### src/rtl/midi_tx.sv
// MIDI serial transmitter: pops bytes from an upstream fifo and sends
// 8N1 frames at CLKS_PER_BIT clocks per bit, back-to-back when data is waiting.
module midi_tx #(
  parameter int unsigned CLKS_PER_BIT = 384
) (
  input  logic       clk,
  input  logic       reset_n,
  input  logic       fifo_empty,
  input  logic [7:0] data_i,
  output logic       stb_rd,
  output logic       tx,
  output logic       busy
);

  typedef enum logic [1:0] {IDLE, START, DATA, STOP} state_e;

  localparam logic [15:0] RELOAD = 16'(CLKS_PER_BIT - 1);

  state_e      state_q, state_d;
  logic [15:0] cnt_q,   cnt_d;
  logic [7:0]  shift_q, shift_d;
  logic [2:0]  bit_q,   bit_d;
  logic        tx_q,    tx_d;
  logic        stb_q,   stb_d;
  logic        load;

  always_comb begin
    state_d = state_q;
    cnt_d   = cnt_q;
    shift_d = shift_q;
    bit_d   = bit_q;
    tx_d    = tx_q;
    stb_d   = 1'b0;
    load    = 1'b0;

    unique case (state_q)
      IDLE: begin
        tx_d = 1'b1;
        if (!fifo_empty) load = 1'b1;
      end
      START: begin
        if (cnt_q == '0) begin
          state_d = DATA;
          cnt_d   = RELOAD;
          tx_d    = shift_q[0];
          shift_d = {1'b0, shift_q[7:1]};
          bit_d   = '0;
        end else begin
          cnt_d = cnt_q - 16'd1;
        end
      end
      DATA: begin
        if (cnt_q == '0) begin
          cnt_d = RELOAD;
          if (bit_q == 3'd7) begin
            state_d = STOP;
            tx_d    = 1'b1;
          end else begin
            bit_d   = bit_q + 3'd1;
            tx_d    = shift_q[0];
            shift_d = {1'b0, shift_q[7:1]};
          end
        end else begin
          cnt_d = cnt_q - 16'd1;
        end
      end
      STOP: begin
        if (cnt_q == '0) begin
          if (!fifo_empty) begin
            load = 1'b1;
          end else begin
            state_d = IDLE;
            tx_d    = 1'b1;
          end
        end else begin
          cnt_d = cnt_q - 16'd1;
        end
      end
      default: state_d = IDLE;
    endcase

    // Shared by the idle start and the back-to-back exit from the last stop cycle
    if (load) begin
      state_d = START;
      cnt_d   = RELOAD;
      shift_d = data_i;
      tx_d    = 1'b0;
      stb_d   = 1'b1;
    end
  end

  always_ff @(posedge clk or negedge reset_n) begin
    if (!reset_n) begin
      state_q <= IDLE;
      cnt_q   <= '0;
      shift_q <= '0;
      bit_q   <= '0;
      tx_q    <= 1'b1;
      stb_q   <= 1'b0;
    end else begin
      state_q <= state_d;
      cnt_q   <= cnt_d;
      shift_q <= shift_d;
      bit_q   <= bit_d;
      tx_q    <= tx_d;
      stb_q   <= stb_d;
    end
  end

  assign tx     = tx_q;
  assign stb_rd = stb_q;
  assign busy   = (state_q != IDLE);

endmodule
### config.mk
export PLATFORM = sky130hd
export DESIGN_NAME = midi_tx
export DESIGN_NICKNAME = d
export VERILOG_FILES = /design/src/rtl/midi_tx.sv
export SDC_FILE = /design/constraint.sdc
export NUM_CORES = 1
export LEC_CHECK = 0
export ABC_AREA = 1
export CAP_MARGIN = 10
export CORE_AREA = 8 8 83 85
export CTS_BUF_LIST = sky130_fd_sc_hd__clkbuf_4 sky130_fd_sc_hd__clkbuf_8
export DETAILED_ROUTE_END_ITERATION = 12
export DIE_AREA = 0 0 91 93
export PLACE_DENSITY = 0.61
export SYNTH_ARGS = -nofsm -noshare
export SYNTH_HDL_FRONTEND = slang
export SYNTH_SLANG_ARGS = --single-unit
### constraint.sdc
create_clock -name clk -period 2.2 [get_ports clk]
set_input_delay 0.22 -clock clk [delete_from_list [all_inputs] [get_ports clk]]
set_output_delay 0.22 -clock clk [all_outputs]
set_load 0.05 [all_outputs]
==> results of run 1 <==
final cells by class:
class / count / area (µm²) / share of cell area
inverter: 33 / 124 / 0.0533
timing repair buffer: 18 / 165 / 0.0711
clock inverter: 3 / 23.8 / 0.0102
multi-input combinational: 208 / 1070 / 0.461
clock buffer: 5 / 68.8 / 0.0296
sequential: 31 / 777 / 0.335
tap: 75 / 93.8 / 0.0404
stage by stage:
step                      hold WS, ns  utilization  area, µm²  worst slack [ns]  total power [mW]
after floorplan               -0.0756            -       2020             0.537              2.67
after global placement          0.469        0.393       2230             0.279              3.08
after detailed placement        0.481        0.393       2230             0.229              3.15
after CTS                       0.335        0.409       2320             0.214              3.64
after global routing            0.354        0.409       2320            0.0192              4.02
final                           0.322        0.409       2320             0.231              3.59
path summary, 6_finish.rpt:
kind	from	to	slack, ns	cells after the start
worst max-delay path	state_q[0]	cnt_q[5]	0.23	10
worst min-delay path	reset_n	cnt_q[15]	0.32	2
worst min register to register	cnt_q[0]	cnt_q[0]	0.49	2
max in group asynchronous	reset_n	tx	1.56	2
min in group clk	data_i[7]	shift_q[7]	0.46	3
worst max register to register	state_q[0]	cnt_q[5]	0.23	10
worst max-delay path, cell delays in order (launching register included):
cell	delay, ns
dfrtp_1	0.42
inv_1	0.09
ha_1	0.34
inv_1	0.08
nand2_1	0.08
inv_1	0.11
nand2_2	0.08
buf_4	0.36
nand2_4	0.14
nand2_1	0.10
nand2_1	0.05
sequential cells by signal, indices dropped and copies added (netlist names):
signal	flops
stb_rd	1
tx	1
state_q	2
shift_q	8
cnt_q	16
bit_q	3
kinds of logic after synthesis:
family / Yosys count
flip-flops: 31
buffers and inverters: 40
AND/OR/NAND/NOR: 172
adder cells (fa/ha/maj): 8
XOR/XNOR: 11
AO/OA/AOI/OAI: 17
power by group:
group          total, mW  switching (mW)  leakage, nW  internal [mW]
Sequential          1.04           0.211        0.389          0.830
Combinational       2.07            1.33        0.777          0.744
Clock              0.473           0.247       0.0408          0.226
Total               3.59            1.79         1.21           1.80
layer usage:
metal	GRT usage	part of all wire	up-vias	routed length, µm
met3	0.0321	0.031	12	133
met5	0	0	-	0
met4	0.0559	0.024	0	103
met2	0.188	0.47	19	2060
met1	0.134	0.47	807	2050
li1	-	-	908	-
synthesized netlist by cell type:
cell type and count:
o21ai_0 8, nand4_1 4, a21boi_0 1, nor2_2 6
buf_6 2, nand3_1 33, ha_1 8, dfstp_2 1
clkbuf_1 1, buf_2 4, nor2_4 2, xnor2_1 1
o21ai_2 1, nand2_2 4, a22oi_1 1, inv_2 1
nand3_2 1, nand2_4 2, inv_1 32, or2_1 1
nand2_1 90, xor2_1 10, dfrtp_1 30, a21oi_1 5
nand3b_1 4, o221ai_1 1, nor2_1 25
==> impl_metrics.json, run 1 <==
{
  "io_pins": 14,
  "die_area_um2": 8460,
  "setup_viol": 0,
  "start_kind": "flop",
  "initial_core_util": 0.355,
  "fin_skew_ns": 0.0117,
  "mostFrequentLayoutCell": "nand2_1",
  "syn_area_per_cell_um2": 7.23,
  "synth_top_area_cell": "dfrtp_1",
  "tritoncts": "done",
  "area_growth_pct": 15.1,
  "hp-class": "input pin to async pin",
  "final_cells": 373,
  "critPathArrivalTime_ns": 2.15,
  "fmax_mhz": 508,
  "outcome": "finished, final reports clean",
  "antenna_found_initial": 0,
  "core_area_um2": 5680,
  "finalCriticalPeriod_ns": 1.97,
  "clk_latency_ns": 0.30,
  "final_antenna_net_count": 0,
  "slew-limit-headroom": 0.630,
  "leakagePower_nw": 1.21,
  "grt_max_degree": 41,
  "wl_per_cell_um": 11.7,
  "cts_root_buf": "clkbuf_8",
  "syn_area_um2": 2020,
  "drv_slew": 0,
  "initialDrtViolationCount": 81,
  "placedCellCount": 365,
  "synth_compound_area_frac": 0.0484,
  "syn_inst": 279,
  "p_per_area_nw_per_um2": 1540,
  "synth_area_leaders": "dfrtp_1 (37%), nand2_1 (17%), nand3_1 (8.2%)",
  "drive_gt1_frac": 0.107,
  "endpoint_kind": "flop",
  "clkSlewWorstSetupHoldPaths_ns": 0.08,
  "synth_xor_area_frac": 0.0478,
  "finalCritPeriodShare": 0.895,
  "via_per_inst": 4.68,
  "first_pass_iters": 4,
  "seq_area_frac_synth": 0.385,
  "syn-num-nets": 298,
  "cp_max_fo": 40,
  "synth_top_family_by_area": "simple AND/OR/NAND/NOR gates",
  "wirelength_um": 4350,
  "crit_required_ns": 2.38,
  "final_cell_mix": "nand2_1 (90), nand3_1 (33), inv_1 (32), dfrtp_1 (30), nor2_1 (25)",
  "grt_pass1_wl_um": 7910,
  "drc_errors": 0,
  "synth_warnings": 0,
  "drv_cap": 0,
  "tightest_slew_ns": 0.555,
  "clock_sinks": 31,
  "path_class": "flop to flop",
  "cts_resized": 0,
  "synthSimpleGateAreaFrac": 0.385,
  "final-hold-violation-count": 0,
  "cts.path.max_buffers": 2,
  "fin_nets": 316,
  "die_h_um": 93,
  "postCtsHoldBufs": 0,
  "placement.io_buffers": 13,
  "rows": 28,
  "grt_pass1_vias": 1845,
  "rsz0062_at_grt": "no",
  "synth_seq_cells": 31,
  "cts_setup_buffers": 0,
  "dieWidth_um": 91,
  "setup_tns_ns": 0,
  "vias": 1746,
  "insertedDiodeCount": 0,
  "peakVddDrop_uv": 649,
  "synthAdderAreaFrac": 0.0496,
  "hpwl_um": 3220,
  "cts.htree.levels": 2,
  "nFillCells": 609,
  "grt-ovfl-total": 0,
  "ys_types": 27,
  "synth.area.mux_share": 0,
  "gp_congestion": 0.806,
  "cts-buffers-inserted": 5,
  "yosysTopAreaCellShare": 0.372,
  "track_usage": 0.114
}
(Power assumes the default switching activity.)
==> inputs of run 2 (changes only) <==
- ABC_AREA: 1 -> default
- CORE_AREA: 8 8 83 85 -> 8 8 80 82
- DIE_AREA: 0 0 91 93 -> 0 0 88 90
- PLACE_DENSITY: 0.61 -> 0.6
==> run 2 against run 1 <==
  * Die area decreased by 6.4%
  * Via count down 13%
  * Synthesized cell count is 27% lower
  * Sequential power shrank 12%
  * Clock power increased by 25%
  * Critical endpoint is now cnt_q[0]
  * Largest power group unchanged
==> impl_metrics.json, run 2 <==
{
  "drive_gt1_frac": 0.135,
  "cts-buffers-inserted": 5,
  "grt_pass1_wl_um": 6680,
  "cts.path.max_buffers": 2,
  "syn-num-nets": 223,
  "fmax_mhz": 481,
  "reg.largest.list": "cnt_q x16, shift_q x8, bit_q x3",
  "first_pass_iters": 4,
  "via_per_inst": 5.02,
  "final_antenna_net_count": 0,
  "tightest_slew_ns": 0.502,
  "clk_latency_ns": 0.28,
  "drv_slew": 0,
  "cp_max_fo": 15,
  "r2r-start": "cnt_q[12]",
  "synth.most_common_cell": "dfrtp_1",
  "regMostFlops": "cnt_q",
  "drc_errors": 0,
  "syn_area_per_cell_um2": 8.94,
  "antenna_found_initial": 0,
  "wl_per_cell_um": 12.6,
  "outcome": "finished, final reports clean",
  "path_class": "flop to flop",
  "io_pins": 14,
  "area_growth_pct": 21.1,
  "final_cell_mix": "dfrtp_1 (30), nor2_1 (25), a21oi_1 (20), nand2_1 (14), o21ai_0 (14)",
  "fin_nets": 247,
  "insertedDiodeCount": 0,
  "ys_types": 40,
  "cts.htree.levels": 2,
  "gp_congestion": 0.876,
  "grt_max_degree": 32,
  "seq_area_frac_synth": 0.426,
  "largest_reg_flops": 16,
  "leakagePower_nw": 1.02,
  "wirelength_um": 3790,
  "fin_skew_ns": 0.00449,
  "slew-limit-headroom": 0.664,
  "syn_inst": 204,
  "drv_cap": 0,
  "die_area_um2": 7920,
  "yosys_most_used_dff": "dfrtp_1",
  "grt-ovfl-total": 0,
  "critPathArrivalTime_ns": 2.25,
  "placement.io_buffers": 13,
  "synthTopCellsByCount": "dfrtp_1 (30), nor2_1 (26), a21oi_1 (20), nand2_1 (14), o21ai_0 (14)",
  "die_h_um": 90,
  "hpwl_um": 2740,
  "nFillCells": 532,
  "mostFrequentLayoutCell": "dfrtp_1",
  "track_usage": 0.104,
  "synth_seq_cells": 31,
  "setup_viol": 0,
  "synth_warnings": 0,
  "clock_sinks": 31,
  "initialDrtViolationCount": 73,
  "clkSlewWorstSetupHoldPaths_ns": 0.07,
  "rows": 27,
  "final-hold-violation-count": 0,
  "rsz0062_at_grt": "yes",
  "synthArstFlopShare": 1.00,
  "tritoncts": "done",
  "syn_area_um2": 1820,
  "p_total_mw": 3.11,
  "core_area_um2": 5240,
  "endpoint_kind": "flop",
  "synth_area_leaders": "dfrtp_1 (41%), a21oi_1 (5.5%), ha_1 (5.5%)",
  "peakVddDrop_uv": 892,
  "synth_edf_count": 0,
  "start_kind": "flop",
  "yosysTopAreaCellShare": 0.412,
  "dieWidth_um": 88,
  "hp-class": "input pin to async pin",
  "synth_top_area_cell": "dfrtp_1",
  "grt_pass1_vias": 1458,
  "seq_area_um2": 777,
  "crit_required_ns": 2.37,
  "finalCritPeriodShare": 0.946,
  "ff2ff_path_depth": 4,
  "cts_root_buf": "clkbuf_8",
  "multiInputGateArea_um2": 951,
  "rrSetupSlack_ns": 0.12,
  "finalCriticalPeriod_ns": 2.08,
  "whs_ns": 0.330,
  "cts_setup_buffers": 0,
  "p_per_area_nw_per_um2": 1410,
  "regToRegEndpoint": "cnt_q[0]",
  "vias": 1512,
  "initial_core_util": 0.348
}
run 2: cell types whose count changed after synthesis, moves of 5 or more:
| cell | before | now |
|---|---|---|
| a21oi_1 | 5 | 20 |
| a22o_1 | 0 | 6 |
| inv_1 | 32 | 11 |
| mux2i_1 | 0 | 8 |
| nand2_1 | 90 | 14 |
| nand3_1 | 33 | 4 |
| nor2_2 | 6 | 0 |
| nor3_1 | 0 | 9 |
| o21ai_0 | 8 | 14 |
| o22ai_1 | 0 | 5 |
| xor2_1 | 10 | 0 |
run 2: timing repair:
action,4_1_cts,5_1_grt
resized for setup,0,6
setup endpoints to repair,0,15
hold buffers,0,0
hold endpoints to repair,0,0
run 2: critical path, cell delays in order, from the launching register on:
cell and delay, ns:
dfrtp_1 0.40, or3_1 0.36, or3_1 0.42, o31a_2 0.49, mux2_4 0.29
run 2: layout make-up:
type / count / area share
Multi-Input combinational cell: 153 / 0.431
Sequential cell: 31 / 0.352
Timing Repair Buffer: 26 / 0.104
Tap cell: 72 / 0.0408
Clock buffer: 6 / 0.0374
Inverter: 11 / 0.0187
Clock inverter: 2 / 0.0159
run 2: through the flow:
step / std cells / TNS, ns / setup WS (ns) / instance area (µm²) / utilization
after floorplan: 204 / 0 / 0.0350 / 1830 / -
after global placement: 293 / 0 / 0.123 / 2080 / 0.397
after detailed placement: 293 / 0 / 0.106 / 2080 / 0.397
after CTS: 301 / 0 / 0.0755 / 2200 / 0.420
after global routing: 301 / -0.00266 / -0.00143 / 2210 / 0.422
final: 301 / 0 / 0.120 / 2210 / 0.422
run 2: power breakdown:
group	switching, mW	total [mW]	internal [mW]
logic	0.914	1.60	0.687
clock network	0.222	0.589	0.366
registers	0.155	0.917	0.762
run 2: logic make-up after synthesis:
kind of cell,Yosys count,share of synthesized area
AO/OA/AOI/OAI,65,0.226
flip-flops,31,0.426
buffers and inverters,20,0.0583
AND/OR/NAND/NOR,71,0.183
adder cells (fa/ha/maj),8,0.0549
multiplexers,9,0.0522
run 2: worst max-delay path by stage:
stage                    start        end  slack (ns)  cells after the start
CTS                 state_q[0]       busy        0.08                      4
floorplan            cnt_q[11]   cnt_q[0]        0.03                      7
global route          cnt_q[1]  cnt_q[10]      -0.001                      7
global placement      cnt_q[0]   cnt_q[2]        0.12                      9
detailed placement   cnt_q[12]   cnt_q[0]        0.11                      4
finish               cnt_q[12]   cnt_q[0]        0.12                      4
run 2: layer usage:
metal  wire length (µm)  global-route usage  up-vias
li1                   -                   -      780
met1               1880               0.132      707
met2               1700               0.158       19
met3                158              0.0355        6
met4                 51              0.0387        0
met5                  0                   0        -
